===== src/rtl/bus_arbiter_rr.sv =====
// ---------------------------------------------------------------------------
// bus_arbiter_rr
//
// Round-robin arbiter for four bus masters that share one address/data bus.
// The registered owner index steers the master-side mux in front of the
// address decoder. Requests and grants are active-low. An optional hold limit
// revokes a grant after MAX_HOLD cycles when another master is waiting.
//
// Parameters
//   MAX_HOLD  maximum consecutive grant cycles under contention (0 = no limit)
//   CNT_W     hold counter width, MAX_HOLD < 2**CNT_W
//
// Ports
//   clk                 clock
//   reset               asynchronous reset, active-high
//   m0_req_..m3_req_    bus requests, active-low
//   m0_grnt_..m3_grnt_  bus grants, active-low, at most one low at a time
//   owner               index of the granted master, valid while busy=1
//   busy                1 while some master holds the grant
//   arb_tmo             one-cycle pulse when a grant is revoked by the limit
//
// State table
//   state   | meaning
//   ST_IDLE | no grant outstanding, waiting for any request
//   ST_OWN  | owner_q holds the bus; hold_cnt_q counts its extra cycles
// ---------------------------------------------------------------------------
module bus_arbiter_rr #(
  parameter int unsigned MAX_HOLD = 16,
  parameter int unsigned CNT_W    = 8
) (
  input  logic       clk,
  input  logic       reset,
  input  logic       m0_req_,
  input  logic       m1_req_,
  input  logic       m2_req_,
  input  logic       m3_req_,
  output logic       m0_grnt_,
  output logic       m1_grnt_,
  output logic       m2_grnt_,
  output logic       m3_grnt_,
  output logic [1:0] owner,
  output logic       busy,
  output logic       arb_tmo
);

  typedef enum logic {
    ST_IDLE = 1'b0,
    ST_OWN  = 1'b1
  } state_t;

  // Saturation point of the hold counter. With a limit, the counter stops at
  // MAX_HOLD-1 so a master that held the bus uncontended is revoked as soon
  // as somebody else asks. Without a limit it simply stops at all-ones.
  localparam logic [CNT_W-1:0] HOLD_SAT =
    (MAX_HOLD == 0) ? {CNT_W{1'b1}} : CNT_W'(MAX_HOLD - 1);

  state_t           state_q;
  logic [1:0]       last_q;
  logic [CNT_W-1:0] hold_cnt_q;
  logic [1:0]       owner_q;
  logic             busy_q;
  logic             tmo_q;
  logic [3:0]       grnt_q;

  logic [3:0]       req;
  logic [3:0]       others;
  logic [1:0]       idx;
  logic [1:0]       win;
  logic             win_valid;
  logic [3:0]       grnt_win_d;
  logic [CNT_W-1:0] hold_inc_d;
  logic             limit_hit;

  assign req = ~{m3_req_, m2_req_, m1_req_, m0_req_};

  // Requests from everyone except the current owner.
  assign others = req & ~(4'b0001 << owner_q);

  // Rotating priority: last_q+1 first, last_q itself last. Walking the
  // offsets from 4 down to 1 lets the nearest asserted request win.
  always_comb begin
    win_valid = 1'b0;
    win       = last_q;
    idx       = last_q;
    for (int k = 4; k >= 1; k--) begin
      idx = last_q + 2'(k);
      if (req[idx]) begin
        win       = idx;
        win_valid = 1'b1;
      end
    end
  end

  assign grnt_win_d = ~(4'b0001 << win);
  assign hold_inc_d = (hold_cnt_q == HOLD_SAT) ? hold_cnt_q : hold_cnt_q + 1'b1;

  // In ST_OWN the owner sits at last_q, i.e. at the lowest priority, so when
  // the limit fires the search above always lands on a different master.
  assign limit_hit = (MAX_HOLD != 0) && (hold_cnt_q == HOLD_SAT) &&
                     req[owner_q] && (others != 4'b0000);

  always_ff @(posedge clk or posedge reset) begin
    if (reset) begin
      state_q    <= ST_IDLE;
      last_q     <= 2'd3;
      hold_cnt_q <= '0;
      owner_q    <= 2'd0;
      busy_q     <= 1'b0;
      tmo_q      <= 1'b0;
      grnt_q     <= 4'hF;
    end else begin
      tmo_q <= 1'b0;
      case (state_q)
        ST_IDLE: begin
          if (win_valid) begin
            state_q    <= ST_OWN;
            owner_q    <= win;
            last_q     <= win;
            busy_q     <= 1'b1;
            hold_cnt_q <= '0;
            grnt_q     <= grnt_win_d;
          end
        end
        ST_OWN: begin
          if (!req[owner_q]) begin
            // Owner released: hand over at the same edge if anyone waits.
            if (win_valid) begin
              owner_q    <= win;
              last_q     <= win;
              hold_cnt_q <= '0;
              grnt_q     <= grnt_win_d;
            end else begin
              state_q    <= ST_IDLE;
              busy_q     <= 1'b0;
              hold_cnt_q <= '0;
              grnt_q     <= 4'hF;
            end
          end else if (limit_hit) begin
            owner_q    <= win;
            last_q     <= win;
            hold_cnt_q <= '0;
            grnt_q     <= grnt_win_d;
            tmo_q      <= 1'b1;
          end else begin
            hold_cnt_q <= hold_inc_d;
          end
        end
        default: begin
          state_q <= ST_IDLE;
          busy_q  <= 1'b0;
          grnt_q  <= 4'hF;
        end
      endcase
    end
  end

  assign m0_grnt_ = grnt_q[0];
  assign m1_grnt_ = grnt_q[1];
  assign m2_grnt_ = grnt_q[2];
  assign m3_grnt_ = grnt_q[3];
  assign owner    = owner_q;
  assign busy     = busy_q;
  assign arb_tmo  = tmo_q;

endmodule


===== config.mk =====
export PLATFORM = sky130hd
export DESIGN_NAME = bus_arbiter_rr
export DESIGN_NICKNAME = d
export VERILOG_FILES = /design/src/rtl/bus_arbiter_rr.sv
export SDC_FILE = /design/constraint.sdc
export NUM_CORES = 1
export LEC_CHECK = 0
export ABC_AREA = 1
export BUFFER_PORTS_ARGS = -buffer_cell sky130_fd_sc_hd__buf_2
export CELL_PAD_IN_SITES_DETAIL_PLACEMENT = 1
export CELL_PAD_IN_SITES_GLOBAL_PLACEMENT = 2
export CORE_MARGIN = 3
export CORE_UTILIZATION = 32
export CTS_CLUSTER_SIZE = 12
export DETAILED_ROUTE_END_ITERATION = 6
export GPL_TIMING_DRIVEN = 0
export PLACE_DENSITY = 0.75
export SLEW_MARGIN = 20
export SYNTH_ARGS = -nofsm -noshare
export SYNTH_HDL_FRONTEND = slang
export SYNTH_SLANG_ARGS = --single-unit

===== constraint.sdc =====
create_clock -name clk -period 2 [get_ports clk]
set_clock_uncertainty 0.15 [all_clocks]
set_input_delay 0.4 -clock clk [delete_from_list [all_inputs] [get_ports clk]]
set_output_delay 0.4 -clock clk [all_outputs]
set_load 0.01 [all_outputs]

==> results of run 1 <==
## area by class of cell
class                      instances  area (µm²)  area share [%]
clock inverter                     1        5.00           0.314
inverter                          28         110            6.91
clock buffer                       3        41.3            2.59
multi-input combinational        143         736            46.2
sequential                        19         483            30.3
tap                               48        60.1            3.77
timing repair buffer              20         143            8.96
buffer                             1        15.0           0.943
## what timing repair did
item	CTS	global route
endpoints found under the setup margin	1	13
setup buffers	1	6
pin swaps	0	8
gates resized for setup	0	10
gates cloned	0	1
## registers in the layout (all words and copies together), names as in the netlist
name        cells
last_q          2
busy            1
state_q         1
arb_tmo         1
owner           2
hold_cnt_q      8
grnt_q          4
## worst max-delay path: cells and delay by family, from the launching register on
family                 cells  cell delay (ns)
AND/OR/NAND/NOR            7             0.63
buffers and inverters      4             0.47
AO/OA/AOI/OAI              1             0.04
flip-flops                 1             0.54
## per-stage QoR
step | utilization, % | power (mW) | setup TNS (ns) | hold slack, ns | std cells
floorplan | - | 1.63 | 0 | 0.197 | 190
global placement | 37.5 | 1.90 | 0 | 0.329 | 251
detailed placement | 37.5 | 1.96 | 0 | 0.336 | 251
CTS | 39.2 | 2.31 | 0 | 0.134 | 256
global route | 41.9 | 2.67 | -0.0656 | 0.170 | 263
finish | 41.9 | 2.41 | 0 | 0.111 | 263
## routing by layer
layer	vias to the layer above	track usage [%]	wire length [µm]
met5	-	0	0
met4	0	1.91	17
met3	5	3.62	91
met2	13	23.2	1650
met1	594	19.1	1570
li1	641	-	-
## cells in the final DEF, fill, tap and decap left out, drive strengths merged, types with 3 or more instances in the layout
master / instances
nand2: 79
inv: 28
nor2: 26
buf: 21
clkbuf: 3
dfstp: 6
o21ai: 7
dfrtp: 13
nand3: 20
nand4: 3
## worst paths after layout
| kind | startpoint | endpoint | slack [ns] | cells past startpoint |
|---|---|---|---|---|
| max | last_q[0] | grnt_q[2] | 0.09 | 12 |
| min | reset | hold_cnt_q[6] | 0.11 | 2 |
| max reg2reg | last_q[0] | grnt_q[2] | 0.09 | 12 |
| min reg2reg | busy | busy | 0.34 | 2 |
| max in group asynchronous | reset | owner[1] | 1.12 | 2 |
| min in group clk | busy | busy | 0.34 | 2 |
## where the power goes
part / total, mW / internal (mW) / switching (mW)
Clock: 0.266 / 0.139 / 0.128
Sequential: 0.673 / 0.548 / 0.125
Combinational: 1.47 / 0.569 / 0.898
Total: 2.41 / 1.26 / 1.15
## cell families (layout without fill, tap and decap cells)
kind of cell               Yosys count  count (layout)
AOI/OAI and AO/OA                   10              10
adders and majority gates            1               1
buffers and inverters               29              53
DFF                                 19              19
and+or+nand+nor                    131             132
==> results.cfg, run 1 <==
[global_route]
grt_pass1_wl_um = 5700
grt_max_degree = 20
grt_use_total_pct = 14.1
grt-ovfl-total = 0
grt_pass1_vias = 1255
antenna_found_initial = 0

[clocking]
clkTransAtPathRegs_ns = 0.07
numCtsBuffers = 3
cts.sinks = 19
hold_buffers = 0
cts_root_buffer = clkbuf_8
cts_buffer_depth = 2
cts_tree = yes
clock_latency_ns = 0.26
htreeDepth = 1

[sta]
finalCritPeriodShare_pct = 95.3
drv_slew = 0
layout_setup_ws_ns = 0.0948
relSlewSlack_pct = 50.1
setup_viol = 0
hold_violations = 0
rsz0062_at_grt = yes
fmax_mhz = 525
fin_crit_ns = 1.91
worst_slew_pin_slew_ns = 0.748

[logic_synthesis]
muxShareOfSynthArea_pct = 0
synth_fa_ha_area_share_pct = 0.963
synth-compound-area-share_pct = 5.20
async_reset_ff_share_pct = 100
yosys_warnings = 0
netlist_top_cells_count = 73 x nand2_1, 26 x inv_1, 20 x nor2_1
syn_area_per_cell_um2 = 6.84
synth_xor_area_share_pct = 0
yosysMostFrequentCell = nand2_1
synth_top_family_by_area = simple AND/OR/NAND/NOR gates
synth.largest_area_cell = dfrtp_1
synthFlopType = dfrtp_1
syn_area_mm2 = 0.00130
synth_simple_gate_area_share_pct = 47.3
yosysTopAreaCellShare_pct = 25.0
synthDistinctLibCells = 26
synth_fp_nets = 197
synth_edf_count = 0
ys_ff_latch = 19
syn_inst = 190
synth_area_leaders = dfrtp_1 25%, nand2_1 21%, dfstp_2 12%
seq_area_frac_synth_pct = 37.2

[drt]
vias = 1253
vias_per_cell = 4.76
firstDrtPassIters = 4
drc = 0
post_drt_wl_per_cell_um = 12.7
drt_iter0_drc = 21
postRouteAntennaNets = 0
finalWirelength_um = 3340

[floorplanning]
io_pins = 14
dieHeight_um = 69.7
row_count = 22
die_w_um = 69.7
die_area_mm2 = 0.00486
initial_utilization_pct = 34.2
core_area_mm2 = 0.00380

[worst_setup_path]
critPathArrivalTime_ns = 1.95
critPathMaxFanout = 9
critPathSlowestCell = dfstp_2
crit_chain = buf_8, inv_6, nand2_2, nand2_4, nor2_4, nand2_4, nor2_8, a21oi_4, buf_4, buf_12, nor2_1, nor2_1
criticalPathCategory = reg2reg
critPathCaptureType = flop
worst_ep_required_time_ns = 2.04
cp_slowest_stage_delay_ns = 0.54
critPathLaunchType = flop

[power_and_ir_drop]
ir_worst_vdd_v = 0.000591
p_per_area_mw_per_mm2 = 1510
cellLeakagePower_nw = 0.901

[place]
numPortBuffers = 13
place_ws_ns = 0.0163
placed_area_mm2 = 0.00142
dpl.hpwl_um = 2520
place_congestion = 0.759

[cells_and_area]
fillCellCount = 501
final_area_mm2 = 0.00159
layout.nets = 223
n_antenna_cell = 0
area_growth_pct = 22.6
drive_gt1_share_pct = 26.0

[min_path]
hold_path_class = in2async

[job]
maxCapViolations = 0

[status]
outcome = finished, final reports clean
Note: power is estimated with default switching activity, not from simulation.
==> inputs of run 2 (changes only) <==
--- a/config.mk
+++ b/config.mk
@@ -10,11 +10,13 @@
 export CELL_PAD_IN_SITES_DETAIL_PLACEMENT = 1
 export CELL_PAD_IN_SITES_GLOBAL_PLACEMENT = 2
 export CORE_MARGIN = 3
-export CORE_UTILIZATION = 32
+export CORE_UTILIZATION = 33
+export CTS_BUF_LIST = sky130_fd_sc_hd__clkbuf_4
 export CTS_CLUSTER_SIZE = 12
 export DETAILED_ROUTE_END_ITERATION = 6
+export GPL_ROUTABILITY_DRIVEN = 0
 export GPL_TIMING_DRIVEN = 0
-export PLACE_DENSITY = 0.75
+export PLACE_DENSITY = 0.77
 export SLEW_MARGIN = 20
 export SYNTH_ARGS = -nofsm -noshare
 export SYNTH_HDL_FRONTEND = slang
==> run 2 against run 1 <==
- sequential power barely moved
- setup slack got worse by 0.012 ns
- sequential share of layout area rose by 1.2 points
- power fell by 5.3%
- clock power fell by 19%
- flip-flop and latch count did not move
- register-to-register slack barely moved
- count of clock-buffer cells in the layout rose by 1
- critical endpoint is now hold_cnt_q[2]
- highest routed layer unchanged
==> results.cfg, run 2 (synthesis gave the netlist of run 1 again) <==
[power_and_ir_drop]
seqPwrFrac_pct = 29.4
p_per_area_mw_per_mm2 = 1490
combPwrFrac_pct = 61.2
p_int_mw = 1.14
total_power_mw = 2.28
cellLeakagePower_nw = 0.857
swShare_pct = 50.1
ir_worst_vdd_v = 0.000625
clockPowerShare_pct = 9.4
power.switching_mw = 1.14

[drt]
postRouteAntennaNets = 0
drc = 0
firstDrtPassIters = 4
vias = 1219
post_drt_wl_per_cell_um = 12.2
vias_per_cell = 4.71
finalWirelength_um = 3150
drt_iter0_drc = 26

[worst_setup_path]
r2r_start = last_q[0]
ff2ff_path_depth = 11
ff2ff_setup_slack_ns = 0.08
startpoint = last_q[0]
critPathLaunchType = flop
reg2reg_to = hold_cnt_q[2]
criticalPathCategory = reg2reg
worst_ep_required_time_ns = 2.06
critPathSlowestCell = dfstp_2
cp_slowest_stage_delay_ns = 0.55
critPathCaptureType = flop
cp_top_family = flip-flops
critPathMaxFanout = 9
crit_buf_inv = 3
crit_chain = buf_8, inv_8, nand2_4, nand2_2, and2_4, nand2_8, nor2_8, a21oi_4, inv_2, nand2_1, nor2_1
critPathArrivalTime_ns = 1.97

[clocking]
cts_root_buffer = clkbuf_4
cts_buffer_depth = 2
htreeDepth = 1
clkTransAtPathRegs_ns = 0.11
cts.sinks = 19
clock_latency_ns = 0.30
numCtsBuffers = 3
cts_tree = yes

[cells_and_area]
mostFrequentLayoutCells = 69 x nand2_1, 26 x inv_1, 19 x nand3_1
n_antenna_cell = 0
final_area_mm2 = 0.00153
layout.nets = 219
area_growth_pct = 18.0
fillCellCount = 505
largest-register = hold_cnt_q
layout_commonest_cell = nand2_1
largest_register_ffs = 8
top_regs = hold_cnt_q x8, grnt_q x4
drive_gt1_share_pct = 25.6
layout.cells.non_filler = 259

[sta]
fin_crit_ns = 1.92
worst_slew_pin_slew_ns = 0.757
setup_viol = 0
rsz0062_at_grt = yes
drv_slew = 0
hold_violations = 0
fmax_mhz = 522
finalCritPeriodShare_pct = 95.9
relSlewSlack_pct = 49.5

[global_route]
grt-ovfl-total = 0
grt_max_degree = 20
antenna_found_initial = 0
grt_use_total_pct = 15.4
grt_pass1_vias = 1240
grt_pass1_wl_um = 5470

[floorplanning]
core_area_mm2 = 0.00372
die_w_um = 68.7
dieHeight_um = 68.7
io_pins = 14
die_area_mm2 = 0.00472
row_count = 22
initial_utilization_pct = 34.9

[min_path]
hold_path_class = in2async

[place]
numPortBuffers = 13
dp.cells = 251
dpl.hpwl_um = 2490
placed_area_mm2 = 0.00142

[job]
maxCapViolations = 0

[status]
outcome = finished, final reports clean
==> run 2: cell types whose count changed in the layout (fill, tap and decap cells not counted), sizes merged <==
cell    change
nor2        -1
clkinv      -1
clkbuf      +1
buf         -3
==> run 2: cell type report <==
class / count / area (µm²) / area share (%)
clock buffers: 4 / 30.0 / 1.96
inverters: 28 / 113 / 7.35
plain buffers: 1 / 15.0 / 0.980
multi-input cells: 142 / 737 / 48.1
flip-flops and latches: 19 / 483 / 31.5
repair buffers: 17 / 95.1 / 6.20
well taps: 48 / 60.1 / 3.92
==> run 2: through the flow <==
step	setup TNS, ns	setup slack, ns	utilization, %	hold slack (ns)
final	0	0.0826	41.2	0.0615
after global routing	-0.0536	-0.0190	41.2	0.106
after CTS	0	0.00231	39.1	0.0923
after detailed placement	0	0.00778	38.3	0.340
after global placement	0	0.0629	38.3	0.319
after floorplan	0	0.241	-	0.197
==> run 2: how the worst max path moves through the flow <==
stage,end,cells after the start
after global routing,grnt_q[0],11
after CTS,hold_cnt_q[0],11
after global placement,hold_cnt_q[0],11
after detailed placement,hold_cnt_q[0],11
after floorplan,hold_cnt_q[0],11
final,hold_cnt_q[2],11
==> run 2: routing by layer <==
metal / wire length, µm / global-route usage, % / vias up
met4: 37 / 6.08 / 0
met3: 95 / 2.43 / 4
met5: 0 / 0 / -
met2: 1440 / 25.3 / 15
met1: 1580 / 20.2 / 570
li1: - / - / 630
==> run 2: power groups by stage <==
stage / combinational (mW) / clock (mW) / sequential (mW)
global placement: 1.23 / 0 / 0.673
global route: 1.60 / 0.245 / 0.701
CTS: 1.28 / 0.228 / 0.671
finish: 1.39 / 0.215 / 0.670
floorplan: 0.942 / 0 / 0.684
detailed placement: 1.28 / 0 / 0.680
==> run 2: worst reg2reg max path: stages (launching register included) <==
cell	delay (ns)
dfstp_2	0.55
buf_8	0.12
inv_8	0.05
nand2_4	0.05
nand2_2	0.04
and2_4	0.17
nand2_8	0.09
nor2_8	0.05
a21oi_4	0.31
inv_2	0.11
nand2_1	0.08
nor2_1	0.04
==> run 2: timing repair <==
action                     in CTS  in global routing
setup buffers                   0                  4
hold buffers                    0                  0
hold endpoints to repair        0                  0
gates resized for setup         0                 14
setup endpoints to repair       0                 13
==> inputs of run 3 (changes only) <==
--- a/config.mk
+++ b/config.mk
@@ -16,7 +16,7 @@
 export DETAILED_ROUTE_END_ITERATION = 6
 export GPL_ROUTABILITY_DRIVEN = 0
 export GPL_TIMING_DRIVEN = 0
-export PLACE_DENSITY = 0.77
+export PLACE_DENSITY = 0.91
 export SLEW_MARGIN = 20
 export SYNTH_ARGS = -nofsm -noshare
 export SYNTH_HDL_FRONTEND = slang
==> run 3 against run 2 <==
- core utilization shrank 0.20 points
- critical endpoint is now grnt_q[3]
- critical path depth is the same
- count of clock-buffer cells in the layout is the same
- flip-flop and latch count is the same
- worst hold slack lost 0.0015 ns
- largest cell class unchanged
- non-clock buffer count grew 1
- design area shrank 0.49%
- clock power grew 2%
- via count grew 1.9%
- sequential share of layout area grew 0.24 points
==> results.cfg, run 3 (synthesis gave the netlist of run 1 again) <==
[power_and_ir_drop]
cellLeakagePower_nw = 0.859
seqPwrFrac_pct = 29.3
combPwrFrac_pct = 61.1
p_int_mw = 1.17
clockPowerShare_pct = 9.5
p_per_area_mw_per_mm2 = 1510
power.switching_mw = 1.14
total_power_mw = 2.30
swShare_pct = 49.3
ir_worst_vdd_v = 0.000656

[global_route]
grt_pass1_vias = 1249
antenna_found_initial = 0
grt_pass1_wl_um = 5340
grt_max_degree = 20
grt_use_total_pct = 14.8
grt-ovfl-total = 0

[cells_and_area]
largest_register_ffs = 8
drive_gt1_share_pct = 24.1
final_area_mm2 = 0.00153
largest-register = hold_cnt_q
layout_commonest_cell = nand2_1
fillCellCount = 510
n_antenna_cell = 0
area_growth_pct = 17.4
layout.nets = 220
mostFrequentLayoutCells = 71 x nand2_1, 26 x inv_1, 19 x nor2_1, 19 x nand3_1, 13 x buf_2
top_regs = hold_cnt_q x8, grnt_q x4

[job]
maxCapViolations = 0

[clocking]
cts_tree = yes
clock_latency_ns = 0.30
cts.sinks = 19
cts_root_buffer = clkbuf_4
numCtsBuffers = 3
htreeDepth = 1
clkTransAtPathRegs_ns = 0.12
cts_buffer_depth = 2

[worst_setup_path]
critPathArrivalTime_ns = 2.00
criticalPathCategory = reg2reg
worst_ep_required_time_ns = 2.09
crit_chain = buf_6, inv_6, nand2_4, nand2_2, and2_4, nand2_8, nor2_8, a21oi_4, buf_6, nor2_1, nor2_1
cp_slowest_stage_delay_ns = 0.54
critPathSlowestCell = dfstp_2
critPathCaptureType = flop
critPathMaxFanout = 9
critPathLaunchType = flop

[drt]
drc = 0
vias_per_cell = 4.78
finalWirelength_um = 3260
drt_iter0_drc = 39
postRouteAntennaNets = 0
post_drt_wl_per_cell_um = 12.6
vias = 1242
firstDrtPassIters = 4

[sta]
layout_setup_ws_ns = 0.0870
fin_crit_ns = 1.91
worst_slew_pin_slew_ns = 0.750
fin_hold_ws_ns = 0.0601
drv_slew = 0
relSlewSlack_pct = 49.9
fmax_mhz = 523
hold_violations = 0
finalCritPeriodShare_pct = 95.6
setup_viol = 0

[floorplanning]
initial_utilization_pct = 34.9
row_count = 22
die_w_um = 68.7
io_pins = 14
die_area_mm2 = 0.00472
core_area_mm2 = 0.00372
dieHeight_um = 68.7

[place]
numPortBuffers = 13
dpl.hpwl_um = 2510
placed_area_mm2 = 0.00142
place_ws_ns = 0.0289

[status]
outcome = finished, final reports clean

[min_path]
hold_path_class = in2async
run 3: cell type report:
cell class	instances	area, µm²	share of cell area, %
Clock buffer	4	30.0	1.97
Inverter	28	110	7.22
Multi-Input combinational cell	142	719	47.2
Timing Repair Buffer	18	110	7.22
Tap cell	48	60.1	3.94
Sequential cell	19	484	31.7
Buffer	1	11.3	0.738
run 3: critical path: cells and delay by family, from the launching register on:
kind / cells / cell delay [ns]
flip-flops: 1 / 0.54
AND/OR/NAND/NOR: 7 / 0.54
buffers and inverters: 3 / 0.34
AO/OA/AOI/OAI: 1 / 0.28
run 3: layer usage:
layer | vias to the layer above | global-route usage, % | share of wire, %
met5 | - | 0 | 0
met4 | 0 | 4.38 | 0.43
met3 | 2 | 2.43 | 2.8
met2 | 18 | 25.5 | 50
met1 | 592 | 18.9 | 47
li1 | 630 | - | -
run 3: repair_timing:
item	CTS	global route
setup endpoints to repair	0	12
setup buffers	0	5
hold buffers	0	0
endpoints found under the hold margin	0	0
resized for setup	0	9
run 3: path summary, 6_finish.rpt:
path | start | cells past startpoint | slack (ns) | end
max | last_q[0] | 11 | 0.09 | grnt_q[3]
min | reset | 2 | 0.06 | hold_cnt_q[5]
max reg2reg | last_q[0] | 11 | 0.09 | grnt_q[3]
min reg2reg | last_q[1] | 2 | 0.36 | last_q[1]
max in group asynchronous | reset | 2 | 1.13 | owner[0]
min in group clk | last_q[1] | 2 | 0.36 | last_q[1]
run 3: power by group through the flow:
stage                     Sequential (mW)  Clock [mW]  Combinational (mW)
after detailed placement            0.679           0                1.27
after CTS                           0.672       0.228                1.28
final                               0.675       0.219                1.41
after floorplan                     0.684           0               0.942
after global placement              0.671           0                1.21
after global routing                0.694       0.241                1.61
run 3: through the flow:
stage	TNS, ns	instances	utilization, %
2_1_floorplan	0	190	-
3_3_place_gp	0	251	38.3
3_5_place_dp	0	251	38.3
4_1_cts	0	255	39.1
5_1_grt	-0.0269	260	41.0
6_report	0	260	41.0
